File: src/rtl/mux_rr_arbiter.sv
// mux_rr_arbiter: round-robin owner sequencer for one shared N:1 mux channel.
// Issues a registered one-hot grant plus binary mux select, holds it until
// the owner releases, then idles the channel for one dead (GAP) cycle so the
// mux never switches directly between two owners.
// Optional feature macro: MUX_ARB_TIMEOUT_EN (force-release after HOLD_MAX
// BUSY cycles, flagged by a one-cycle timeout pulse).
module mux_rr_arbiter #(
    parameter int NREQ     = 4,
    parameter int SEL_W    = 2,
    parameter int HOLD_MAX = 8
) (
    input  logic             clk,
    input  logic             rst,
    input  logic [NREQ-1:0]  req,
    input  logic             done,
    output logic [NREQ-1:0]  grant,
    output logic [SEL_W-1:0] sel,
    output logic             valid,
    output logic             timeout
);

    // Elaboration-time guard on the configuration space.
    if (NREQ != (1 << SEL_W) || NREQ < 2 || NREQ > 16 || HOLD_MAX < 1 || HOLD_MAX > 255) begin : g_bad_cfg
        $error("mux_rr_arbiter: illegal NREQ/SEL_W/HOLD_MAX combination");
    end

    typedef enum logic [1:0] {IDLE, BUSY, GAP} state_t;

    state_t           state;
    logic [SEL_W-1:0] ptr;
    logic [SEL_W-1:0] winner;
    logic [SEL_W-1:0] idx;
    logic             found;
    logic             rel;
    logic             force_rel;

    // Rotating-priority search: first set req bit at or above ptr, wrapping.
    // SEL_W-bit addition wraps naturally because NREQ is a power of two.
    always_comb begin
        winner = ptr;
        found  = 1'b0;
        idx    = ptr;
        for (int i = 0; i < NREQ; i++) begin
            idx = ptr + SEL_W'(i);
            if (!found && req[idx]) begin
                winner = idx;
                found  = 1'b1;
            end
        end
    end

    // sel holds the current owner while BUSY, so it doubles as the owner index.
    assign rel = done | ~req[sel];

`ifdef MUX_ARB_TIMEOUT_EN
    logic [7:0] hold_cnt;

    // Count BUSY cycles of the current grant; cleared as the grant is issued.
    always_ff @(posedge clk) begin
        if (rst)
            hold_cnt <= 8'd0;
        else if (state == IDLE && found)
            hold_cnt <= 8'd0;
        else if (state == BUSY)
            hold_cnt <= hold_cnt + 8'd1;
    end

    // A genuine release in the same cycle wins, so no timeout pulse then.
    assign force_rel = (state == BUSY) && (hold_cnt == 8'(HOLD_MAX - 1)) && !rel;
`else
    assign force_rel = 1'b0;
`endif

    // Owner FSM with registered grant/sel/valid/timeout.
    always_ff @(posedge clk) begin
        if (rst) begin
            state   <= IDLE;
            ptr     <= '0;
            grant   <= '0;
            sel     <= '0;
            valid   <= 1'b0;
            timeout <= 1'b0;
        end else begin
            timeout <= 1'b0;
            case (state)
                IDLE: begin
                    if (found) begin
                        grant <= NREQ'(1) << winner;
                        sel   <= winner;
                        valid <= 1'b1;
                        state <= BUSY;
                    end
                end
                BUSY: begin
                    if (rel || force_rel) begin
                        grant   <= '0;
                        valid   <= 1'b0;
                        ptr     <= sel + SEL_W'(1);
                        timeout <= force_rel;
                        state   <= GAP;
                    end
                end
                GAP:     state <= IDLE;
                default: state <= IDLE;
            endcase
        end
    end

endmodule
File: config.mk
export PLATFORM = sky130hd
export DESIGN_NAME = mux_rr_arbiter
export DESIGN_NICKNAME = d
export VERILOG_FILES = /design/src/rtl/mux_rr_arbiter.sv
export SDC_FILE = /design/constraint.sdc
export NUM_CORES = 1
export LEC_CHECK = 0
export CAP_MARGIN = 10
export CORE_MARGIN = 3
export CORE_UTILIZATION = 40
export CTS_BUF_LIST = sky130_fd_sc_hd__clkbuf_4
export CTS_CLUSTER_SIZE = 40
export DETAILED_ROUTE_END_ITERATION = 8
export GPL_TIMING_DRIVEN = 0
export PLACE_DENSITY_LB_ADDON = 0.1
export SYNTH_ARGS = -nofsm -noshare
export SYNTH_HDL_FRONTEND = slang
export SYNTH_SLANG_ARGS = --single-unit
File: constraint.sdc
create_clock -name clk -period 1.7 [get_ports clk]
set_input_delay 0.255 -clock clk [delete_from_list [all_inputs] [get_ports clk]]
set_output_delay 0.255 -clock clk [all_outputs]
set_load 0.005 [all_outputs]
==> results of run 1 <==
==> final cells by class <==
cell class,instances,area (um^2),share of cell area
flip-flops and latches,11,224,0.293
well taps,14,17.5,0.0229
multi-input cells,45,337,0.440
clock inverters,1,5.00,0.00655
inverters,3,11.3,0.0147
clock buffers,3,22.5,0.0295
plain buffers,3,15.0,0.0196
repair buffers,14,133,0.173
==> power by group through the flow <==
| stage | Combinational, W | Clock (W) | Sequential [W] |
|---|---|---|---|
| 3_5_place_dp | 0.000205 | 0 | 0.000325 |
| 2_1_floorplan | 0.000126 | 0 | 0.000320 |
| 6_report | 0.000225 | 0.000182 | 0.000316 |
| 4_1_cts | 0.000219 | 0.000190 | 0.000316 |
| 3_3_place_gp | 0.000203 | 0 | 0.000323 |
| 5_1_grt | 0.000248 | 0.000195 | 0.000321 |
==> repair_timing <==
item                       in CTS  in global routing
setup endpoints to repair       9                  8
gates resized for setup         7                  5
pin swaps                       0                  2
cloned                          0                  0
setup buffers                   1                  0
==> worst paths after layout <==
check              start     end  slack, ns
setup / recovery  sel[0]  ptr[0]       0.01
hold / removal     valid   valid       0.47
setup reg to reg  sel[0]  ptr[0]       0.01
hold reg to reg    valid   valid       0.47
==> registers in the layout (all words and copies together) (netlist names) <==
| name | count |
|---|---|
| state | 2 |
| ptr | 2 |
| grant | 4 |
| sel | 2 |
| valid | 1 |
==> through the flow <==
step / total power, W / setup TNS (ns) / hold slack (ns) / instance area [um^2]
finish: 0.000724 / 0 / 0.471 / 764
global route: 0.000764 / -0.131 / 0.479 / 764
CTS: 0.000724 / -0.0822 / 0.465 / 754
detailed placement: 0.000531 / -4.13 / 0.455 / 713
global placement: 0.000526 / -3.97 / 0.450 / 713
floorplan: 0.000446 / 0 / 0.439 / 566
==> cells in the final DEF (no fill, tap or decap), drive strengths merged, types with 2 or more instances in the layout <==
master         instances
clkbuf                 5
a21o                   2
nor2                   8
inv                    3
nand2                  2
a21oi                  3
dfxtp                 11
a22o                   2
nor3                   5
clkdlybuf4s50          9
buf                    2
or3                    2
a22oi                  2
dlygate4sd2            4
nor2b                  4
==> cells by family (layout without fill, tap and decap cells) <==
group / count (synthesis) / after routing
DFF: 11 / 11
xor gates and xnor gates: 1 / 1
and+or+nand+nor: 25 / 25
muxes: 2 / 2
buffers and inverters: 7 / 24
AOI/OAI and AO/OA: 16 / 16
other: 1 / 1
==> per-layer routing <==
metal,up-vias,part of all wire,track usage
li1,261,-,-
met1,225,0.48,0.189
met2,11,0.45,0.248
met3,2,0.058,0.0581
met4,0,0.0080,0.0542
met5,-,0,0
==> critical path, delay by kind of cell, from the launching register on <==
kind	cells	cell delay, ns
simple gates	3	0.64
mux	1	0.48
flops	1	0.36
compound gates	1	0.07
==> out/results.tsv, run 1 <==
metric	value	unit
crit path time final	1.69	ns
DP Cell Count	90	
Ys Warns	0	
Seq cells post-synth	11	
Routed WL	1260	um
RSZ-0062 raised after global routing	true	
post-route ant nets	0	
first-pass GRT wire length	2150	um
fin. max-slew vios	0	
Yosys top cell area share	0.394	
IO Pins	15	
GPL Wtd Cong	0.719	
Area contributors post-synth	dfxtp_1 (39%), nor2_1 (5.4%), nor3_1 (4.5%)	
NetSw	0.000225	W
Crit path largest cell delay	0.48	ns
Synth Area in XOR/XNOR	0.0157	
Synth Area in Compound Gates	0.224	
Worst path slowest cell	mux4_2	
status	completed	
final core occ	0.636	
drt wl/cell	13.4	um
CTS Buf Count	3	
Simple-Gate Fraction of Synth Area	0.246	
vias in the first global route	499	
clk sink count	11	
crit path kind	flip-flop to flip-flop	
post-synthesis mux area share	0.0582	
Buffers on Ports	13	
part of the power in registers	0.437	
sequential element share of the synthesized area	0.394	
Data required, critical path	1.85	ns
die area	1880	um^2
Cells after Synth	63	
mapped cell area	559	um^2
Finish-stage setup viols	0	
worst-case reg-to-reg path depth	5	
post-synthesis adder-cell area fraction	0	
# H-tree levels	1	
Hold Buf Count CTS	0	
starting density of the core	0.466	
setup ws final	0.0109	ns
ant diodes	0	
internal power	0.000499	W
Pwr Density	946	nW/um^2
Gate power share	0.311	
total iterations of the first detailed-routing run	3	
final net count	88	
worst slack, placed	-0.518	ns
largest net degree at the start of global routing	11	
EDFF count, synth	0	
ys flop type	dfxtp_1	
largest family of logic cells by synthesized area	simple AND/OR/NAND/NOR gates	
most frequent cell after synthesis	dfxtp_1	
synthesis-to-layout area growth	36.7	%
drt drc	0	
drt via density	5.31	
Worst setup SP type	flip-flop	
Fillers	117	
leakage	0.313	nW
period utilization	0.994	
worst-path cell chain	mux4_2 -> nor2b_4 -> or3_4 -> nand3b_1 -> o31ai_2	
Worst Setup End Kind	flip-flop	
DP HPWL	906	um
Root Driver	clkbuf_4	
worst min path class	flip-flop to flip-flop	
Core Rows	12	
GRT Total Usage	0.154	
GRT Residual Overflow	0	
clock-pin transition on the worst setup and hold timing paths	0.07	ns
cell taking the most area after synthesis	dfxtp_1	
via count	499	
Switching Fraction	0.311	
initial antenna violation count	0	
Core ar.	1200	um^2
layout cells sized above 1	0.213	
Clock Tree Buf Depth	2	
initial DRC count	6	
Die H	43.4	um
Synthesized Nets	70	
die width	43.4	um
synthesized area per cell	8.88	um^2
non-filler cells, final	94	
CTS tree	done	
clock skew	0.00148	ns
Arrival @ worst endpoint	1.84	ns
number of max-cap violations	0	
Synth top cells by count	dfxtp_1 (11), nor2_1 (8), nor3_1 (5)	
WHS Path Cells	2	
fmax	592	MHz
fraction of registers with async set/reset	0	
Worst-Skew Late Latency	0.27	ns
count of cell types in the netlist	31	
Hold Vio Cnt, Final	0	
worst vdd ir	0.581	mV
Clk pwr share	0.252	
crit-path max FO	6	
Note: power is estimated with default switching activity, not from simulation.
==> inputs of run 2 (changes only) <==
==> constraint.sdc (replaced) <==
create_clock -name clk -period 1.4 [get_ports clk]
set_input_delay 0.21 -clock clk [delete_from_list [all_inputs] [get_ports clk]]
set_output_delay 0.21 -clock clk [all_outputs]
set_load 0.005 [all_outputs]
==> run 2 against run 1 <==
Net effect: the run now ends with setup timing left; combinational power rose by 32%; clock power increased by 31%; register-to-register slack worse by 0.28 ns; die area stayed put; global-route usage rose by 0.48 points; clock skew grew 0.0049 ns; count of clock-buffer cells in the layout increased by 1; setup slack lost 0.28 ns; final cell count up 2.1%; flip-flop and latch count did not move; critical endpoint is now ptr[1]; highest routed layer unchanged.
==> out/results.tsv, run 2 (synthesis results as in run 1) <==
metric	value	unit
area post-placement	727	um^2
non-filler cells, final	96	
final net count	90	
Most flops, register	grant	
drt drc	0	
ant diodes	0	
violated checks	setup timing	
status	finished, violations left	
commonest non-fill, non-tap cell in the layout	dfxtp_1	
Root Driver	clkbuf_4	
Routed WL	1290	um
Arrival @ worst endpoint	1.81	ns
GPL Wtd Cong	0.771	
CTS tree	done	
Worst Setup End Kind	flip-flop	
Die H	43.4	um
Worst-Skew Late Latency	0.27	ns
clk sink count	11	
die width	43.4	um
worst slack, placed	-0.742	ns
leakage	0.330	nW
Worst setup SP type	flip-flop	
Fillers	113	
fin. max-slew vios	0	
Data required, critical path	1.54	ns
Core Rows	12	
CTS Buf Count	3	
Clk pwr share	0.259	
drt wl/cell	13.5	um
crit-path max FO	6	
part of the power in registers	0.419	
Finish-stage setup viols	9	
DP Cell Count	90	
max FFs per register	4	
Gate power share	0.322	
Clock Tree Buf Depth	2	
NetSw	0.000273	W
largest net degree at the start of global routing	11	
Hold Buf Count CTS	0	
initial DRC count	11	
Final Instance Area	802	um^2
Hold Vio Cnt, Final	0	
Switching Fraction	0.297	
via count	512	
post-route ant nets	0	
Pwr Density	1150	nW/um^2
drt via density	5.33	
Core ar.	1200	um^2
worst vdd ir	0.818	mV
vias in the first global route	489	
internal power	0.000646	W
GRT Residual Overflow	0	
number of max-cap violations	0	
fmax	598	MHz
setup ws final	-0.272	ns
most frequent cells in the layout	dfxtp_1 (9), clkdlybuf4s50_1 (8), nor2_1 (7), dlygate4sd2_1 (5)	
layout cells sized above 1	0.268	
synthesis-to-layout area growth	43.4	%
# H-tree levels	1	
crit path kind	flip-flop to flip-flop	
GRT Total Usage	0.159	
Buffers on Ports	13	
RSZ-0062 raised after global routing	true	
clock-pin transition on the worst setup and hold timing paths	0.07	ns
initial antenna violation count	0	
IO Pins	15	
die area	1880	um^2
crit path time final	1.67	ns
total iterations of the first detailed-routing run	4	
clock skew	0.00636	ns
first-pass GRT wire length	2150	um
period utilization	1.19	
starting density of the core	0.466	
worst min path class	flip-flop to flip-flop	
DP HPWL	915	um
==> run 2: path summary, 6_finish.rpt <==
check	startpoint	end	slack, ns	depth (start not counted)
worst min register to register	valid	valid	0.47	2
worst max register to register	sel[0]	ptr[1]	-0.27	5
worst min-delay path	valid	valid	0.47	2
worst max-delay path	sel[0]	ptr[1]	-0.27	5
==> run 2: layout make-up <==
| cell class | count | area, um^2 | share of cell area |
|---|---|---|---|
| inverter | 3 | 11.3 | 0.0140 |
| multi-input combinational | 45 | 350 | 0.437 |
| buffer | 3 | 15.0 | 0.0187 |
| tap | 14 | 17.5 | 0.0218 |
| clock buffer | 4 | 30.0 | 0.0374 |
| timing repair buffer | 16 | 150 | 0.187 |
| sequential | 11 | 228 | 0.284 |
==> run 2: layer usage <==
metal  GRT usage  vias to the layer above  wire [um]
li1            -                      268          -
met1       0.201                      230        629
met2       0.227                       12        572
met3      0.0913                        2         83
met4      0.0542                        0          8
met5           0                        -          0
==> run 2: power by group through the flow <==
stage	clock network [W]	registers, W	logic [W]
3_3_place_gp	0	0.000392	0.000256
6_report	0.000238	0.000385	0.000296
3_5_place_dp	0	0.000393	0.000259
2_1_floorplan	0	0.000388	0.000162
5_1_grt	0.000262	0.000391	0.000325
4_1_cts	0.000248	0.000384	0.000290
==> run 2: worst max-delay path, cell delays in order (launching register included) <==
cell,delay [ns]
dfxtp_4,0.35
mux4_2,0.49
nor2b_4,0.15
or3_4,0.38
nor2_4,0.13
a211oi_2,0.05
==> run 2: timing repair <==
action,in CTS,in global routing
pin swaps,2,2
resized for setup,12,3
hold endpoints to repair,0,0
setup endpoints to repair,11,11
buffers inserted,2,1
==> run 2: through the flow <==
step / util / TNS (ns) / power, W / hold WS, ns
global placement: 0.605 / -6.68 / 0.000649 / 0.448
detailed placement: 0.605 / -6.85 / 0.000652 / 0.454
finish: 0.668 / -1.80 / 0.000920 / 0.469
global route: 0.668 / -2.41 / 0.000977 / 0.488
CTS: 0.661 / -1.92 / 0.000922 / 0.465
floorplan: - / -1.56 / 0.000551 / 0.394
